<file path="src/rtl/sipo_pkg.sv">
// Shared types and constants for the serial-in parallel-out deserializer.
package sipo_pkg;

    typedef enum logic {
        IDLE  = 1'b0,
        SHIFT = 1'b1
    } state_e;

    localparam logic ORDER_MSB = 1'b0;
    localparam logic ORDER_LSB = 1'b1;

endpackage

</file>
<file path="src/rtl/sipo_fifo2.sv">
// Two-entry synchronous FIFO; the head entry drives rdata_o directly.
module sipo_fifo2 #(
    parameter int W = 8
) (
    input  logic         clk_i,
    input  logic         rst_ni,
    input  logic         push_i,
    input  logic         pop_i,
    input  logic [W-1:0] wdata_i,
    output logic [W-1:0] rdata_o,
    output logic         full_o,
    output logic         empty_o,
    output logic [1:0]   count_o
);

    logic [W-1:0] mem_q [2];
    logic         rd_ptr_q, rd_ptr_d;
    logic         wr_ptr_q, wr_ptr_d;
    logic [1:0]   cnt_q, cnt_d;
    logic         do_push, do_pop;

    assign full_o  = (cnt_q == 2'd2);
    assign empty_o = (cnt_q == 2'd0);
    assign count_o = cnt_q;
    assign rdata_o = mem_q[rd_ptr_q];

    // A push into a full FIFO is only taken when the head leaves on the same edge.
    assign do_pop  = pop_i && !empty_o;
    assign do_push = push_i && (!full_o || do_pop);

    always_comb begin
        rd_ptr_d = rd_ptr_q;
        wr_ptr_d = wr_ptr_q;
        cnt_d    = cnt_q;
        if (do_pop) begin
            rd_ptr_d = ~rd_ptr_q;
        end
        if (do_push) begin
            wr_ptr_d = ~wr_ptr_q;
        end
        unique case ({do_push, do_pop})
            2'b10:   cnt_d = cnt_q + 2'd1;
            2'b01:   cnt_d = cnt_q - 2'd1;
            default: cnt_d = cnt_q;
        endcase
    end

    always_ff @(posedge clk_i or negedge rst_ni) begin
        if (!rst_ni) begin
            mem_q[0] <= '0;
            mem_q[1] <= '0;
            rd_ptr_q <= 1'b0;
            wr_ptr_q <= 1'b0;
            cnt_q    <= 2'd0;
        end else begin
            if (do_push) begin
                mem_q[wr_ptr_q] <= wdata_i;
            end
            rd_ptr_q <= rd_ptr_d;
            wr_ptr_q <= wr_ptr_d;
            cnt_q    <= cnt_d;
        end
    end

endmodule

</file>
<file path="src/rtl/sipo_deser.sv">
// Serial-in parallel-out deserializer with start-bit framing,
// selectable bit order, 2-entry output FIFO and sticky error flags.
module sipo_deser
    import sipo_pkg::*;
#(
    parameter int WIDTH = 8,
    parameter int CNT_W = $clog2(WIDTH + 1)
) (
    input  logic             wb_clk_i,
    input  logic             wb_rst_ni,
    input  logic             sin_i,
    input  logic             sin_en_i,
    input  logic             sin_start_i,
    input  logic             lsb_first_i,
    output logic [WIDTH-1:0] pdata_o,
    output logic             pvalid_o,
    input  logic             pready_i,
    output logic [CNT_W-1:0] bit_cnt_o,
    output logic             busy_o,
    output logic             overflow_o,
    output logic             frame_err_o,
    input  logic             clr_i
);

    state_e           state_q, state_d;
    logic [WIDTH-1:0] sh_q, sh_d;
    logic [CNT_W-1:0] cnt_q, cnt_d;
    logic             order_q, order_d;
    logic             ovf_q, ovf_d;
    logic             ferr_q, ferr_d;
    logic             push, pop, full, empty;
    logic             ferr_set, ovf_set;
    logic [1:0]       fifo_cnt;

    assign pop = pvalid_o && pready_i;

    always_comb begin
        state_d  = state_q;
        sh_d     = sh_q;
        cnt_d    = cnt_q;
        order_d  = order_q;
        push     = 1'b0;
        ferr_set = 1'b0;
        if (sin_en_i && sin_start_i) begin
            // A start always begins a fresh word; mid-word it is a framing error.
            ferr_set = (state_q == SHIFT);
            order_d  = lsb_first_i;
            sh_d     = (lsb_first_i == ORDER_LSB)
                     ? {sin_i, {(WIDTH-1){1'b0}}}
                     : {{(WIDTH-1){1'b0}}, sin_i};
            cnt_d    = CNT_W'(1);
            state_d  = SHIFT;
        end else if (sin_en_i && state_q == SHIFT) begin
            sh_d  = (order_q == ORDER_LSB)
                  ? {sin_i, sh_q[WIDTH-1:1]}
                  : {sh_q[WIDTH-2:0], sin_i};
            cnt_d = cnt_q + CNT_W'(1);
            if (cnt_q == CNT_W'(WIDTH - 1)) begin
                push    = 1'b1;
                cnt_d   = '0;
                state_d = IDLE;
            end
        end
        ovf_set = push && full && !pop;
        ovf_d   = (ovf_q && !clr_i) || ovf_set;
        ferr_d  = (ferr_q && !clr_i) || ferr_set;
    end

    always_ff @(posedge wb_clk_i or negedge wb_rst_ni) begin
        if (!wb_rst_ni) begin
            state_q <= IDLE;
            sh_q    <= '0;
            cnt_q   <= '0;
            order_q <= ORDER_MSB;
            ovf_q   <= 1'b0;
            ferr_q  <= 1'b0;
        end else begin
            state_q <= state_d;
            sh_q    <= sh_d;
            cnt_q   <= cnt_d;
            order_q <= order_d;
            ovf_q   <= ovf_d;
            ferr_q  <= ferr_d;
        end
    end

    sipo_fifo2 #(
        .W(WIDTH)
    ) u_fifo (
        .clk_i   (wb_clk_i),
        .rst_ni  (wb_rst_ni),
        .push_i  (push),
        .pop_i   (pop),
        .wdata_i (sh_d),
        .rdata_o (pdata_o),
        .full_o  (full),
        .empty_o (empty),
        .count_o (fifo_cnt)
    );

    assign pvalid_o    = !empty;
    assign bit_cnt_o   = cnt_q;
    assign busy_o      = (state_q == SHIFT);
    assign overflow_o  = ovf_q;
    assign frame_err_o = ferr_q;

endmodule
</file>
<file path="config.mk">
export PLATFORM = sky130hd
export DESIGN_NAME = sipo_deser
export DESIGN_NICKNAME = d
export VERILOG_FILES = /design/src/rtl/sipo_pkg.sv /design/src/rtl/sipo_fifo2.sv /design/src/rtl/sipo_deser.sv
export SDC_FILE = /design/constraint.sdc
export NUM_CORES = 1
export LEC_CHECK = 0
export BUFFER_PORTS_ARGS = -buffer_cell sky130_fd_sc_hd__buf_2
export CORE_UTILIZATION = 55
export CTS_BUF_LIST = sky130_fd_sc_hd__clkbuf_8
export CTS_CLUSTER_DIAMETER = 40
export DETAILED_ROUTE_END_ITERATION = 6
export PLACE_DENSITY_LB_ADDON = 0.05
export REMOVE_ABC_BUFFERS = 1
export SYNTH_ARGS = -nofsm -noshare
export SYNTH_HDL_FRONTEND = slang
export SYNTH_SLANG_ARGS = --single-unit
export TNS_END_PERCENT = 20
</file>
<file path="constraint.sdc">
create_clock -name wb_clk_i -period 2.3 [get_ports wb_clk_i]
set_input_delay 0.23 -clock wb_clk_i [delete_from_list [all_inputs] [get_ports wb_clk_i]]
set_output_delay 0.23 -clock wb_clk_i [all_outputs]
set_load 0.02 [all_outputs]
</file>
### After elaboration in Yosys (flattened, before gate mapping)

Cells that the tools add are included.

| word-level totals | value |
|---|---|
| bits in registers | 36 |
| input bits | 8 |
| output and inout port bits | 16 |
| word-level logic and storage cells | 68 |

| cells by class | value |
|---|---|
| $add $sub $neg | 3 |
| $lt $le $gt $ge | 3 |
| eq/ne operators | 4 |
| multiplexer cells | 21 |
| bitwise gates (word level) | 4 |
| reductions and logical operators | 22 |

Operators with widths:

| kind | count |
|---|---|
| $mux 8 | 8 |
| $bwmux 16 | 1 |
| $mux 4 | 3 |
| $logic_and 1x1->1 | 10 |
| $demux 8 s1 | 1 |
| $mux 1 | 7 |
| $reduce_bool 2->1 | 3 |
| $add 4x1->4 const B | 1 |
| $eq 2x2->1 const B | 2 |
| $eq 4x3->1 const B | 1 |
| $ge 2x2->1 const B | 2 |
| $logic_not 1->1 | 4 |
| $not 1->2 | 2 |
| $pmux 2 s2 | 1 |
| $logic_or 1x1->1 | 3 |
| $add 2x1->2 const B | 1 |
| $eq 2x1->1 const B | 1 |
| $logic_not 2->1 | 1 |
| $lt 2x1->1 const B | 1 |
| $not 1->1 | 2 |
| $reduce_and 2->1 | 1 |
| $sub 2x1->2 const B | 1 |

### Logic depth before layout (Yosys ltp)

Gate-level depths: netlist (run 1).

| depth | value |
|---|---|
| depth after elaboration | 8 |
| depth in mapped cells | 6 |
| gate-level depth less buffers | 5 |

### By module

A second synthesis (run 1) with hierarchy kept.

| unflattened totals | value |
|---|---|
| cell total of the unflattened synthesis | 143 |
| area total of the unflattened synthesis | 1731.7 um^2 |

By module, submodules not included:

| module | instances | cells an instance | area each (um^2) | sequential area each (um^2) |
|---|---|---|---|---|
| sipo_fifo2 | 1 | 64 | 914.6 | 500.5 |
| sipo_deser | 1 | 79 | 817.0 | 400.4 |

### Worst setup path before layout (run 1)

No wires, ideal clock.

| timing path | value |
|---|---|
| path type | flip-flop to flip-flop |
| start point | register cnt_q[0], in the netlist bit_cnt_o[0] |
| end point | register u_fifo.mem_q[10] (netlist name) |
| library setup time | 0.125 ns |
| arrival time | 1.924 ns |
| required time | 2.175 ns |
| path slack | 0.251 ns |
| cell stages (with the launch flop) | 7 |
| buffers on the path | 1 |
| period minus slack after synthesis | 2.049 ns |
| path through | dfrtp_1 -> ha_1 -> nand3b_1 -> or2_0 -> buf_2 -> nor3_4 -> mux2_2 |

| on the way | value |
|---|---|
| word-level cells in the longest chain between the ends | 5 |

Ends and longest elaborated chain:

| item | RTL line | text |
|---|---|---|
| start: declaration | sipo_deser.sv:27 | `logic [CNT_W-1:0] cnt_q, cnt_d;` |
| start signal: assignment | sipo_deser.sv:80 | `cnt_q <= cnt_d;` |
| $eq 4x3->1 | sipo_deser.sv:58 | `if (cnt_q == CNT_W'(WIDTH - 1)) begin` |
| $mux 1 | sipo_deser.sv:58 |  |
| $mux 1 | sipo_deser.sv:53 | `end else if (sin_en_i && state_q == SHIFT) begin` |
| $mux 1 | sipo_deser.sv:44 | `if (sin_en_i && sin_start_i) begin` |
| $logic_and 1x1->1 | sipo_fifo2.sv:29 | `assign do_push = push_i && (!full_o \|\| do_pop);` |
| end signal: indexed assignment | sipo_fifo2.sv:57 | `mem_q[wr_ptr_q] <= wdata_i;` |
| end: declaration | sipo_fifo2.sv:16 | `logic [W-1:0] mem_q [2];` |

Every way passes these cells.
A chain may end at the register's enable or synchronous reset.

### Worst setup path in the final report (run 1)

| timing path | value |
|---|---|
| start point | register state_q, in the netlist busy_o |
| end point | register u_fifo.mem_q[9] (netlist name) |

| on the way | value |
|---|---|
| word-level cells in the longest chain between the ends | 4 |
| elaborated cells between the ends (all ways) | 7 |
| those cells by class | mux: 5; reduce/logical: 2 |

Ends and longest elaborated chain:

| item | RTL line | text |
|---|---|---|
| start: declaration | sipo_deser.sv:25 | `state_e state_q, state_d;` |
| start signal: assignment | sipo_deser.sv:78 | `state_q <= state_d;` |
| $logic_and 1x1->1 (*) | sipo_deser.sv:53 |  |
| $mux 8 or $mux 1 (tied branches) | sipo_deser.sv:53 |  |
| $mux 8 or $mux 1 (tied branches) | sipo_deser.sv:44 |  |
| $bwmux 16 or $logic_and 1x1->1 (tied branches) | sipo_fifo2.sv:57, sipo_fifo2.sv:29 |  |

Mark *: on every way between the ends. The rest lies on a longest branch, timed or not.

==> results of run 1 <==
power by group through the flow:
stage | sequential [W] | clock (W) | combinational (W)
CTS | 0.000769 | 0.000550 | 0.000217
finish | 0.000766 | 0.000533 | 0.000214
detailed placement | 0.000779 | 0 | 0.000214
floorplan | 0.000770 | 0 | 0.000135
global route | 0.000776 | 0.000569 | 0.000238
global placement | 0.000772 | 0 | 0.000209
cell usage in the layout, fill, tap and decap left out, types with 3 or more instances in the layout:
cell / count
buf_2: 23
mux2i_1: 8
nor3_1: 3
mux2_2: 24
dfrtp_1: 36
clkbuf_8: 5
inv_1: 8
nand2_1: 14
o21ai_0: 14
a21oi_1: 3
a31oi_1: 3
worst max path at each step:
stage | start | to | slack (ns) | depth (start not counted)
final | busy_o | u_fifo.mem_q[9] | 0.21 | 4
after global routing | busy_o | u_fifo.mem_q[14] | 0.05 | 4
after CTS | busy_o | u_fifo.mem_q[9] | 0.20 | 4
after detailed placement | busy_o | u_fifo.mem_q[13] | 0.21 | 4
after global placement | busy_o | u_fifo.mem_q[12] | 0.26 | 4
after floorplan | bit_cnt_o[0] | u_fifo.mem_q[10] | 0.25 | 5
logic make-up (layout without fill, tap and decap cells):
group	Yosys count	in the layout
xor+xnor	3	3
simple gates	32	32
buf+inv	14	40
flops	36	36
compound gates	27	27
mux	32	32
fa+ha+maj	1	1
per-layer routing:
layer / share of wire (%) / wire length, µm / vias to the layer above
met5: 0 / 0 / -
met4: 0.99 / 30 / 0
met3: 3.5 / 105 / 2
met2: 47 / 1420 / 19
met1: 49 / 1470 / 574
li1: - / - / 566
critical path, cell delays in order, from the launching register on:
cell and delay [ns]:
dfrtp_1 0.55, nand3b_4 0.20, or2_0 0.38, nor3_4 0.46, mux2_2 0.39
state kept, by name (all words and copies together), names as in the netlist:
register,flops
u_fifo.mem_q,16
sh_q,8
bit_cnt_o,4
u_fifo.count_o,2
busy_o,1
frame_err_o,1
order_q,1
overflow_o,1
u_fifo.rd_ptr_q,1
u_fifo.wr_ptr_q,1
synthesized netlist by cell type, types with 2 or more instances:
library cell  count
o21ai_0          14
inv_1             7
nand3_1           2
a31oi_1           3
a21oi_1           3
mux2_2           24
nor3_1            3
nand2_1          14
xnor2_1           2
buf_2             5
o221ai_1          2
dfrtp_1          36
mux2i_1           8
per-stage QoR:
stage / instance area [µm²] / power, W
2_1_floorplan: 1660 / 0.000905
3_3_place_gp: 1830 / 0.000981
3_5_place_dp: 1830 / 0.000994
4_1_cts: 1940 / 0.00154
5_1_grt: 1940 / 0.00158
6_report: 1940 / 0.00151
area by class of cell:
| cell class | instances | share of cell area, % |
|---|---|---|
| multi-input cells | 95 | 37.8 |
| flip-flops and latches | 36 | 46.5 |
| repair buffers | 25 | 6.72 |
| inverters | 7 | 1.36 |
| clock buffers | 5 | 3.56 |
| clock inverters | 3 | 2.00 |
| well taps | 31 | 2.00 |
==> flow_metrics.tcl, run 1 <==
set metrics [dict create \
    routedWlPerCell_um 15.0 \
    ff2ff_path_depth 4 \
    cts_sinks 36 \
    worstHoldPathType "input port to async pin" \
    synth_compound_area_share_pct 9.28 \
    cp.arrival_ns 2.26 \
    drive_above_1_share_pct 35.1 \
    swShare_pct 27.3 \
    reg2reg_slack_ns 0.21 \
    ys_warn_count 0 \
    initial_utilization_pct 59.6 \
    instances_no_fill 202 \
    hold_buffers 0 \
    overflow 0 \
    fill_cells 221 \
    drt_iter0_drc 41 \
    viasPerCell 5.75 \
    finClkSkew_ns 0.00267 \
    grt_usage_pct 21.6 \
    syn_avg_cell_area_um2 11.7 \
    fin_ws_ns 0.208 \
    use_met3_pct 7.94 \
    path_class "register to register" \
    cp_data_required_time_ns 2.47 \
    yosys.area_share.simple_pct 10.9 \
    p_seq_share_pct 50.6 \
    async_reset_ff_share_pct 100 \
    num_vias 1161 \
    met1_usage_pct 27.5 \
    io_buffers 23 \
    start_kind "register" \
    cts_buffers 5 \
    cts_resized 0 \
    dieHeight_um 57.6 \
    power_switching_w 0.000413 \
    root_buffer "clkbuf_8" \
    fin_crit_ns 2.09 \
    cts.path.max_buffers 2 \
    dp_hpwl_mm 2.07 \
    synth_seq_cells 36 \
    synth_fa_ha_area_share_pct 0.736 \
    cts_tree "built" \
    synth_cell_types 35 \
    p_leak_nw 0.972 \
    worst-path-max-fanout 14 \
    drc_errors 2 \
    synthCells 145 \
    whs_ns 0.0153 \
    first_pass_iters 6 \
    core_um2 2850 \
    dieArea_um2 3320 \
    p_int_w 0.00110 \
    synth_top_flop_cell "dfrtp_1" \
    grt_pass1_wl_mm 5.19 \
    diodes 0 \
    maxCapViolations 0 \
    synth-edff-count 0 \
    maxSlewViolCount 0 \
    outcome "complete, but fails checks" \
    area_delta_synth_final_pct 13.9 \
    preCtsSetupSlack_ns 0.213 \
    relSlewSlack_pct 48.5 \
    synth_area_um2 1700 \
    pwr-share-clk_pct 35.2 \
    busiest_layer "met2" \
    gp_congestion 0.744 \
    yosysSeqAreaShare_pct 53.0 \
    yosys-mux-area-fraction_pct 20.6 \
    violations "design-rule violations" \
    worstMarginPinSlew_ns 0.773 \
    wl_mm 3.03 \
    regArea_um2 901 \
    synth_area_leader_cell "dfrtp_1" \
    synth_top_family_by_area "multiplexers" \
    postCtsSetupBuffers 0 \
    ios 24 \
    num_rows 19 \
    pwr-share-comb_pct 14.2 \
    grt_pass1_vias 1164 \
    antenna_found_initial 0 \
    timing.fmax_ghz 0.478 \
    die-width_um 57.6 \
    utilization_pct 67.9 \
    tns_ns 0 \
    multi_input_area_um2 732 \
    cts_max_level 2 \
    powerDensity_nw_per_um2 782 \
    peakVddDrop_mv 0.482 \
    finalCritPeriodShare_pct 90.9 \
    nets 179 \
    synth.top_cells.by_area "dfrtp_1, mux2_2, mux2i_1, o21ai_0, nand2_1" \
    place_inst 194 \
    yosysTopAreaCellShare_pct 53.0 \
    finalSetupViolCount 0 \
    endpoint_kind "register" \
    clk_latency_ns 0.28 \
    met2_usage_pct 32.7 \
    grt_max_degree 37 \
    ant_nets 0 \
    path_clk_slew_ns 0.07 \
    r2r-end "u_fifo.mem_q[9]" \
    rsz0062_at_grt "no" \
    synth_xor_area_share_pct 1.55 \
    crit-reg2reg-launch "busy_o" \
    hold_viol_final 0 \
]
No activity file was read; power rests on OpenSTA's default activity.
==> run 2, diff against run 1 <==
--- a/config.mk
+++ b/config.mk
@@ -11,7 +11,6 @@
 export CTS_CLUSTER_DIAMETER = 40
 export DETAILED_ROUTE_END_ITERATION = 6
 export PLACE_DENSITY_LB_ADDON = 0.05
-export REMOVE_ABC_BUFFERS = 1
 export SYNTH_ARGS = -nofsm -noshare
 export SYNTH_HDL_FRONTEND = slang
 export SYNTH_SLANG_ARGS = --single-unit
==> run 2 against run 1 <==
Against the previous run: the flow still finishes with violations (design-rule violations); via count decreased by 1.8%; core utilization decreased by 0.75 points; combinational power about the same; sequential cell count unchanged; critical path depth unchanged; clock power decreased by 16%.
==> flow_metrics.tcl, run 2 (same netlist as run 1, synthesis figures left out) <==
set metrics [dict create \
    cts_buffers 5 \
    crit-reg2reg-launch "busy_o" \
    postCtsSetupBuffers 0 \
    nets 178 \
    layout_commonest_cell "dfrtp_1" \
    hold_viol_final 0 \
    drt_iter0_drc 47 \
    worstHoldPathType "input port to async pin" \
    p_int_w 0.00102 \
    maxCapViolations 0 \
    root_buffer "clkbuf_8" \
    cts.path.max_buffers 2 \
    r2r-end "u_fifo.mem_q[14]" \
    power_switching_w 0.000406 \
    clk_latency_ns 0.28 \
    io_buffers 23 \
    area_delta_synth_final_pct 12.7 \
    start_kind "register" \
    endpoint_kind "register" \
    syn-num-nets 154 \
    viasPerCell 5.67 \
    hold_buffers 0 \
    peakVddDrop_mv 0.446 \
    path_cells "nand3b_4 > or2_0 > nor3_4 > mux2_2" \
    grt_usage_pct 20.4 \
    routedWlPerCell_um 14.6 \
    gp_congestion 0.792 \
    grt_pass1_vias 1190 \
    grt_pass1_wl_mm 5.12 \
    largest_reg_flops 16 \
    cts_sinks 36 \
    maxSlewViolCount 0 \
    critPathBufInv 0 \
    ant_nets 0 \
    powerDensity_nw_per_um2 746 \
    fin_crit_ns 2.05 \
    core_um2 2850 \
    overflow 0 \
    path_class "register to register" \
    grt_max_degree 37 \
    dp_hpwl_mm 2.12 \
    cts_tree "built" \
    path_clk_slew_ns 0.07 \
    cts_resized 0 \
    worstMarginPinSlew_ns 0.759 \
    utilization_pct 67.1 \
    cp.arrival_ns 2.21 \
    p_seq_share_pct 53.7 \
    violations "design-rule violations" \
    dieHeight_um 57.6 \
    ios 24 \
    pwr-share-comb_pct 14.9 \
    worst-path-max-fanout 14 \
    finalSetupViolCount 0 \
    tns_ns 0 \
    crit_family "simple AND/OR/NAND/NOR gates" \
    num_rows 19 \
    layout_common_cells "dfrtp_1, mux2_2, buf_2" \
    cts_max_level 2 \
    power_w 0.00143 \
    swShare_pct 28.4 \
    outcome "complete, but fails checks" \
    ff2ff_path_depth 4 \
    drc_errors 4 \
    antenna_found_initial 0 \
    max_stage_delay_ns 0.55 \
    drive_above_1_share_pct 34.7 \
    die-width_um 57.6 \
    first_pass_iters 6 \
    wl_mm 2.94 \
    top_register "u_fifo.mem_q" \
    finalCritPeriodShare_pct 89.1 \
    finClkSkew_ns 0.00258 \
    timing.fmax_ghz 0.488 \
    rsz0062_at_grt "no" \
    slowest_stage "dfrtp_1" \
    reg2reg_slack_ns 0.25 \
    initial_utilization_pct 59.6 \
    relSlewSlack_pct 49.4 \
    pwr-share-clk_pct 31.4 \
    dieArea_um2 3320 \
    p_leak_nw 0.955 \
    diodes 0 \
    cp_data_required_time_ns 2.46 \
    num_vias 1140 \
]
## run 2: cell count changes in the layout (fill, tap and decap cells not counted)
cell,before,now
clkinvlp_4,0,1
bufinv_16,1,0
buf_4,2,1
clkbuf_8,5,6
clkinv_2,1,0
## run 2: routing by layer
metal	track usage, %	vias up	wire length [µm]
met5	0	-	0
met4	9.41	0	57
met3	4.08	6	93
met2	36.0	23	1440
met1	23.8	551	1350
li1	-	560	-
## run 2: power by group through the flow
| stage | combinational (W) | sequential (W) | clock (W) |
|---|---|---|---|
| final | 0.000212 | 0.000767 | 0.000449 |
| after global routing | 0.000238 | 0.000777 | 0.000484 |
| after CTS | 0.000215 | 0.000767 | 0.000459 |
| after detailed placement | 0.000214 | 0.000780 | 0 |
| after global placement | 0.000209 | 0.000773 | 0 |
| after floorplan | 0.000178 | 0.000741 | 0 |
## run 2: through the flow
step | cells | cell area, µm² | hold slack [ns] | setup WS [ns]
CTS | 201 | 1910 | 0.0422 | 0.237
global route | 201 | 1910 | 0.0899 | 0.0699
floorplan | 145 | 1700 | -0.0656 | 0.251
detailed placement | 193 | 1820 | 0.346 | 0.243
finish | 201 | 1910 | 0.0169 | 0.250
global placement | 193 | 1820 | 0.338 | 0.310
## run 2: worst max-delay path by stage
stage | to | startpoint | cells past startpoint
after floorplan | u_fifo.mem_q[10] | bit_cnt_o[0] | 6
after global placement | u_fifo.mem_q[14] | busy_o | 4
after detailed placement | u_fifo.mem_q[14] | busy_o | 4
after CTS | u_fifo.mem_q[14] | busy_o | 4
after global routing | u_fifo.mem_q[14] | busy_o | 4
final | u_fifo.mem_q[14] | busy_o | 4
## run 2: final cells by class
type                            instances  area, µm²
Timing Repair Buffer                   24        123
Sequential cell                        36        901
Clock inverter                          2       11.3
Fill cell                             224        938
Multi-Input combinational cell         95        732
Clock buffer                            6       82.6
Tap cell                               31       38.8
Inverter                                7       26.3
